**src/rtl/uart_tx_fifo.sv**
```systemverilog
// -----------------------------------------------------------------------------
// uart_tx_fifo
//   Buffered UART transmitter for the console output path. Characters are
//   queued in a circular FIFO (one per cycle) and serialised LSB first as
//   start / data / [parity] / stop frames. Frames follow each other with no
//   idle gap while the FIFO holds data.
//
// Optional feature macro: UART_TX_PARITY_EN
//   defined   -> every frame carries one parity bit (sense set by PARITY_ODD)
//   undefined -> no parity state, DATA goes straight to STOP
//
// Ports
//   sysclk     : single clock, all logic on its rising edge
//   cpu_reset  : synchronous active-high reset (abandons frame, flushes FIFO)
//   wr_en      : write strobe, accepted when the FIFO is not full
//   wr_data    : character to enqueue
//   full       : FIFO holds FIFO_DEPTH entries
//   empty      : FIFO holds no entries
//   level      : current entry count
//   overflow   : one-cycle pulse when a write is dropped because of full
//   busy       : transmitter is not idle
//   uart_tx    : serial line, idle high
// -----------------------------------------------------------------------------
module uart_tx_fifo #(
  parameter int DATA_BITS    = 8,
  parameter int FIFO_DEPTH   = 16,
  parameter int CLKS_PER_BIT = 868,
  parameter int STOP_BITS    = 1,
  parameter int PARITY_ODD   = 0
) (
  input  logic                          sysclk,
  input  logic                          cpu_reset,
  input  logic                          wr_en,
  input  logic [DATA_BITS-1:0]          wr_data,
  output logic                          full,
  output logic                          empty,
  output logic [$clog2(FIFO_DEPTH):0]   level,
  output logic                          overflow,
  output logic                          busy,
  output logic                          uart_tx
);

  localparam int PTR_W = $clog2(FIFO_DEPTH);
  localparam int LVL_W = PTR_W + 32'sd1;
  localparam int TMR_W = $clog2(CLKS_PER_BIT);
  localparam int CNT_W = 32'sd3;

  localparam logic [TMR_W-1:0] TMR_LOAD  = TMR_W'(CLKS_PER_BIT - 32'sd1);
  localparam logic [TMR_W-1:0] TMR_ZERO  = {TMR_W{1'b0}};
  localparam logic [CNT_W-1:0] DATA_LAST = CNT_W'(DATA_BITS - 32'sd1);
  localparam logic [CNT_W-1:0] STOP_LAST = CNT_W'(STOP_BITS - 32'sd1);
  localparam logic [LVL_W-1:0] LVL_FULL  = LVL_W'(FIFO_DEPTH);
  localparam logic [LVL_W-1:0] LVL_ZERO  = {LVL_W{1'b0}};

  // Reject parameter sets the datapath cannot represent.
  if (DATA_BITS < 32'sd5 || DATA_BITS > 32'sd8 || FIFO_DEPTH < 32'sd2 ||
      (FIFO_DEPTH & (FIFO_DEPTH - 32'sd1)) != 32'sd0 || CLKS_PER_BIT < 32'sd2 ||
      STOP_BITS < 32'sd1 || STOP_BITS > 32'sd2 ||
      PARITY_ODD < 32'sd0 || PARITY_ODD > 32'sd1) begin : g_bad_params
    $error("uart_tx_fifo: illegal parameter value");
  end

  typedef enum logic [2:0] {
    ST_IDLE   = 3'd0,
    ST_START  = 3'd1,
    ST_DATA   = 3'd2,
`ifdef UART_TX_PARITY_EN
    ST_PARITY = 3'd3,
`endif
    ST_STOP   = 3'd4
  } state_t;

`ifdef UART_TX_PARITY_EN
  function automatic logic calc_parity(input logic [DATA_BITS-1:0] d);
    return (^d) ^ PARITY_ODD[0];
  endfunction
`endif

  logic [DATA_BITS-1:0] mem_r [FIFO_DEPTH];
  logic [PTR_W-1:0]     wr_ptr_r, rd_ptr_r;
  logic [LVL_W-1:0]     level_r, level_s;
  logic                 full_r, empty_r, overflow_r, busy_r, tx_r;
  state_t               state_r, state_s;
  logic [TMR_W-1:0]     timer_r, timer_s;
  logic [CNT_W-1:0]     bit_cnt_r, bit_cnt_s;
  logic [DATA_BITS-1:0] shift_r, shift_s;
  logic [DATA_BITS-1:0] head_s;
  logic                 push_s, pop_s, tx_s;
`ifdef UART_TX_PARITY_EN
  logic                 parity_r, parity_s;
`endif

  assign push_s = wr_en && !full_r;
  assign head_s = mem_r[rd_ptr_r];

  // Next entry count from this cycle's push/pop pair.
  always_comb begin
    level_s = level_r;
    if (push_s && !pop_s) begin
      level_s = level_r + 1'b1;
    end else if (pop_s && !push_s) begin
      level_s = level_r - 1'b1;
    end else begin
      level_s = level_r;
    end
  end

  // Transmit FSM next state; a pop loads the head character and restarts the bit timer.
  always_comb begin
    state_s   = state_r;
    timer_s   = timer_r;
    bit_cnt_s = bit_cnt_r;
    shift_s   = shift_r;
    pop_s     = 1'b0;
`ifdef UART_TX_PARITY_EN
    parity_s  = parity_r;
`endif
    case (state_r)
      ST_IDLE: begin
        if (!empty_r) begin
          pop_s     = 1'b1;
          shift_s   = head_s;
          bit_cnt_s = {CNT_W{1'b0}};
          timer_s   = TMR_LOAD;
          state_s   = ST_START;
`ifdef UART_TX_PARITY_EN
          parity_s  = calc_parity(head_s);
`endif
        end else begin
          state_s = ST_IDLE;
        end
      end
      ST_START: begin
        if (timer_r == TMR_ZERO) begin
          timer_s = TMR_LOAD;
          state_s = ST_DATA;
        end else begin
          timer_s = timer_r - 1'b1;
        end
      end
      ST_DATA: begin
        if (timer_r == TMR_ZERO) begin
          timer_s = TMR_LOAD;
          shift_s = {1'b0, shift_r[DATA_BITS-1:1]};
          if (bit_cnt_r == DATA_LAST) begin
            bit_cnt_s = {CNT_W{1'b0}};
`ifdef UART_TX_PARITY_EN
            state_s   = ST_PARITY;
`else
            state_s   = ST_STOP;
`endif
          end else begin
            bit_cnt_s = bit_cnt_r + 1'b1;
          end
        end else begin
          timer_s = timer_r - 1'b1;
        end
      end
`ifdef UART_TX_PARITY_EN
      ST_PARITY: begin
        if (timer_r == TMR_ZERO) begin
          timer_s   = TMR_LOAD;
          bit_cnt_s = {CNT_W{1'b0}};
          state_s   = ST_STOP;
        end else begin
          timer_s = timer_r - 1'b1;
        end
      end
`endif
      ST_STOP: begin
        if (timer_r == TMR_ZERO) begin
          timer_s = TMR_LOAD;
          if (bit_cnt_r != STOP_LAST) begin
            bit_cnt_s = bit_cnt_r + 1'b1;
          end else if (!empty_r) begin
            // Chain the next frame straight out of the last stop cycle.
            pop_s     = 1'b1;
            shift_s   = head_s;
            bit_cnt_s = {CNT_W{1'b0}};
            state_s   = ST_START;
`ifdef UART_TX_PARITY_EN
            parity_s  = calc_parity(head_s);
`endif
          end else begin
            state_s = ST_IDLE;
          end
        end else begin
          timer_s = timer_r - 1'b1;
        end
      end
      default: begin
        state_s = ST_IDLE;
      end
    endcase
  end

  // Line level for the state being entered, so uart_tx can be registered.
  always_comb begin
    tx_s = 1'b1;
    case (state_s)
      ST_IDLE:   tx_s = 1'b1;
      ST_START:  tx_s = 1'b0;
      ST_DATA:   tx_s = shift_s[0];
`ifdef UART_TX_PARITY_EN
      ST_PARITY: tx_s = parity_s;
`endif
      ST_STOP:   tx_s = 1'b1;
      default:   tx_s = 1'b1;
    endcase
  end

  // FIFO storage; contents need no reset because the pointers are cleared.
  always_ff @(posedge sysclk) begin
    if (push_s) begin
      mem_r[wr_ptr_r] <= wr_data;
    end
  end

  // Pointers, counters, FSM registers and registered outputs.
  always_ff @(posedge sysclk) begin
    if (cpu_reset) begin
      wr_ptr_r   <= {PTR_W{1'b0}};
      rd_ptr_r   <= {PTR_W{1'b0}};
      level_r    <= LVL_ZERO;
      full_r     <= 1'b0;
      empty_r    <= 1'b1;
      overflow_r <= 1'b0;
      busy_r     <= 1'b0;
      tx_r       <= 1'b1;
      state_r    <= ST_IDLE;
      timer_r    <= TMR_ZERO;
      bit_cnt_r  <= {CNT_W{1'b0}};
      shift_r    <= {DATA_BITS{1'b0}};
`ifdef UART_TX_PARITY_EN
      parity_r   <= 1'b0;
`endif
    end else begin
      if (push_s) begin
        wr_ptr_r <= wr_ptr_r + 1'b1;
      end
      if (pop_s) begin
        rd_ptr_r <= rd_ptr_r + 1'b1;
      end
      level_r    <= level_s;
      full_r     <= (level_s == LVL_FULL);
      empty_r    <= (level_s == LVL_ZERO);
      overflow_r <= wr_en && full_r;
      busy_r     <= (state_s != ST_IDLE);
      tx_r       <= tx_s;
      state_r    <= state_s;
      timer_r    <= timer_s;
      bit_cnt_r  <= bit_cnt_s;
      shift_r    <= shift_s;
`ifdef UART_TX_PARITY_EN
      parity_r   <= parity_s;
`endif
    end
  end

  assign full     = full_r;
  assign empty    = empty_r;
  assign level    = level_r;
  assign overflow = overflow_r;
  assign busy     = busy_r;
  assign uart_tx  = tx_r;

endmodule

```
**config.mk**
```make
export PLATFORM = sky130hd
export DESIGN_NAME = uart_tx_fifo
export DESIGN_NICKNAME = d
export VERILOG_FILES = /design/src/rtl/uart_tx_fifo.sv
export SDC_FILE = /design/constraint.sdc
export NUM_CORES = 1
export LEC_CHECK = 0
export CORE_ASPECT_RATIO = 0.6
export CORE_MARGIN = 1.5
export CORE_UTILIZATION = 45
export CTS_BUF_LIST = sky130_fd_sc_hd__clkbuf_16
export DETAILED_ROUTE_END_ITERATION = 16
export PLACE_DENSITY = 0.72
export SLEW_MARGIN = 5
export SYNTH_ARGS = -nofsm -noshare
export SYNTH_HDL_FRONTEND = slang
export SYNTH_SLANG_ARGS = --single-unit
```
**constraint.sdc**
```tcl
create_clock -name sysclk -period 2.3 [get_ports sysclk]
set_input_delay 0.345 -clock sysclk [delete_from_list [all_inputs] [get_ports sysclk]]
set_output_delay 0.345 -clock sysclk [all_outputs]
set_load 0.02 [all_outputs]
```
==> impl_metrics.json <==
{
  "outcome": "complete, no violations",
  "drive_gt1_share_pct": 23.9,
  "busiest_layer": "met1",
  "tritoncts": "done",
  "worstPathCellList": "buf_12, mux4_2, mux4_2, and3_1, a221o_1",
  "ctsRootBufferMaster": "clkbuf_16",
  "crit_arrival_ns": 2.53,
  "swShare_pct": 30.1,
  "p_seq_share_pct": 42.3,
  "antenna_found_initial": 0,
  "maxSlewViolCount": 0,
  "power_mw": 9.31,
  "max-cap-violations": 0,
  "clock_latency_ns": 0.43,
  "synth_largest_area_cell": "edfxtp_1",
  "setup_viol": 0,
  "port_buffers": 20,
  "power.density_mw_per_mm2": 1090,
  "grt_max_degree": 38,
  "initial_core_util_pct": 46.2,
  "cp_max_fo": 20,
  "synth-edff-count": 128,
  "synth_fp_nets": 483,
  "post_cts_buffers": 0,
  "synth.most_common_cell": "edfxtp_1",
  "synth_seq_area_share_pct": 66.9,
  "dr_total_vias": 4321,
  "tns_ns": 0,
  "worstMarginPinSlew_ns": 0.599,
  "finalNetCount": 549,
  "crit_path_frequent_cell": "mux4_2",
  "multiInputGateArea_mm2": 0.00224,
  "syn_area_per_cell_um2": 15.4,
  "seq_area_mm2": 0.00477,
  "first_iter_violations": 463,
  "synthTopCellsByArea": "edfxtp_1 (54%), dfxtp_1 (13%), mux4_2 (12%), nor2_1 (2.2%), ha_1 (1.9%)",
  "diodes": 0,
  "power_frac_comb_pct": 26.5,
  "hold_start": "shift_r[2]$_SDFFE_PP0P_",
  "die_h_um": 100,
  "fin_crit_ns": 2.21,
  "max_slew_margin_pct": 59.9,
  "grt_usage_pct": 20.9,
  "async_reset_ff_share_pct": 0,
  "start_kind": "register",
  "use_met3_pct": 6.20,
  "synth_flop_cell": "edfxtp_1",
  "final_hold_viol_count": 0,
  "clock_path_buffers": 2,
  "path_delay_family": "multiplexers",
  "synthTopCellsByCount": "edfxtp_1 (128), dfxtp_1 (46), nor2_1 (41), mux4_2 (39), nand2_1 (24)",
  "dpl_worst_slack_ns": 0.0188,
  "synthDistinctLibCells": 53,
  "p_leak_nw": 2.89,
  "io-pin-count": 21,
  "p_int_mw": 6.51,
  "grt_pass1_vias": 4196,
  "dp_hpwl_mm": 10.9,
  "netlist_area_mm2": 0.00712,
  "max-vdd-ir-drop_v": 0.000482,
  "row_count": 35,
  "crit_path_max_incr_delay_ns": 0.55,
  "fmax_ghz": 0.452,
  "fin_hold_ws_ns": 0.493,
  "firstDrtPassIters": 7,
  "cts_buffers": 17,
  "avgViaCountPerCell": 5.82,
  "syn2layout_area_growth_pct": 19.5,
  "gr-usage-met1_pct": 32.8,
  "endpoint_kind": "register",
  "fin_crit_sh_pct": 96.2,
  "hold_path.class": "reg -> reg",
  "critPathRequiredTime_ns": 2.62,
  "worst_slack_ns": 0.0881,
  "core-area_mm2": 0.0154,
  "grt_pass1_wl_mm": 24.5,
  "synth_top_area_share_pct": 54.0,
  "instances_no_fill": 743,
  "grt_overflow_total": 0,
  "dp_cells": 711,
  "synth-seq-cells": 174,
  "cp_num_buf_inv": 1,
  "ant_nets": 0,
  "nFillCells": 1199,
  "totalWireLength_mm": 15.9,
  "rsz0062_at_grt": "true",
  "wl_per_cell_um": 21.4,
  "p_switching_mw": 2.80,
  "cts_sinks": 174,
  "h-tree-depth": 4,
  "crit_slowest_cell": "mux4_2",
  "grtUsageMet2_pct": 28.0,
  "gp_congestion": 0.899,
  "clock_power_share_pct": 31.2,
  "netlist_instances": 461,
  "ys_warn_count": 0,
  "clk_pin_slew_ns": 0.06,
  "timing.clock.skew_ns": 0.00896,
  "worstSetupPathType": "reg -> reg",
  "dieArea_mm2": 0.0166,
  "die_w_um": 165,
  "drc": 0
}
[placed cells by master (no fill, tap or decap), types with 7 or more instances in the layout]
cell type        netlist  layout
a21oi_1               18      18
buf_4                  3      46
nor3_1                10      10
mux4_2                39      39
ha_1                  11      11
o21ai_0               10       9
nor2_1                41      40
edfxtp_1             128     128
dfxtp_1               46      45
clkbuf_16              0      17
and3_1                 8       7
nand2_1               24      23
inv_1                 12      14
clkdlybuf4s50_1        0      20
[cell families after synthesis]
kind of cell    count (synthesis)  synth area share, %
compound gates                 66                 6.49
xor+xnor                       12                 1.48
fa+ha+maj                      12                 2.07
buf+inv                        34                 2.02
flops                         174                 66.9
mux                            41                 12.6
simple gates                  122                 8.37
[power by group through the flow]
stage / registers (mW) / clock network, mW / logic, mW
CTS: 3.93 / 2.95 / 2.39
finish: 3.94 / 2.90 / 2.47
global route: 3.97 / 3.07 / 2.69
floorplan: 3.95 / 0 / 1.56
global placement: 3.97 / 0 / 2.29
detailed placement: 3.99 / 0 / 2.36
[metal layers]
metal / routed length [um] / vias up
met5: 0 / -
met4: 212 / 0
li1: - / 1935
met1: 7550 / 2185
met2: 6720 / 181
met3: 1410 / 20
[final timing paths]
check	cells past startpoint	slack [ns]	end
worst max-delay path	5	0.09	shift_r[3]$_SDFFE_PP0P_
worst min-delay path	1	0.49	shift_r[1]$_SDFFE_PP0P_
worst max register to register	5	0.09	shift_r[3]$_SDFFE_PP0P_
worst min register to register	1	0.49	shift_r[1]$_SDFFE_PP0P_
[through the flow]
stage,cell area [um2],util [%]
2_1_floorplan,7120,-
3_3_place_gp,7880,51.1
3_5_place_dp,7880,51.1
4_1_cts,8480,55.0
5_1_grt,8510,55.2
6_report,8510,55.2
[final cells by class]
type	count	area share (%)
clock inverter	15	2.00
timing repair buffer	69	7.12
tap	203	2.99
inverter	12	0.529
clock buffer	17	5.00
sequential	174	56.0
multi-input combinational	253	26.3
[registers in the layout (all words and copies together) (netlist names), named ones only]
| signal | flops |
|---|---|
| timer_r | 10 |
| state_r | 3 |
| uart_tx | 1 |
| empty | 1 |
| mem_r | 128 |
| rd_ptr_r | 4 |
| full | 1 |
| bit_cnt_r | 3 |
| overflow | 1 |
| busy | 1 |
| shift_r | 8 |
| wr_ptr_r | 4 |
| level | 5 |
[timing repair]
item | in CTS | in global routing
cloned | 0 | 0
endpoints found under the setup margin | 1 | 19
pin swaps | 0 | 1
hold buffers | 0 | 0
resized for setup | 1 | 9
Note: power is estimated with default switching activity, not from simulation.
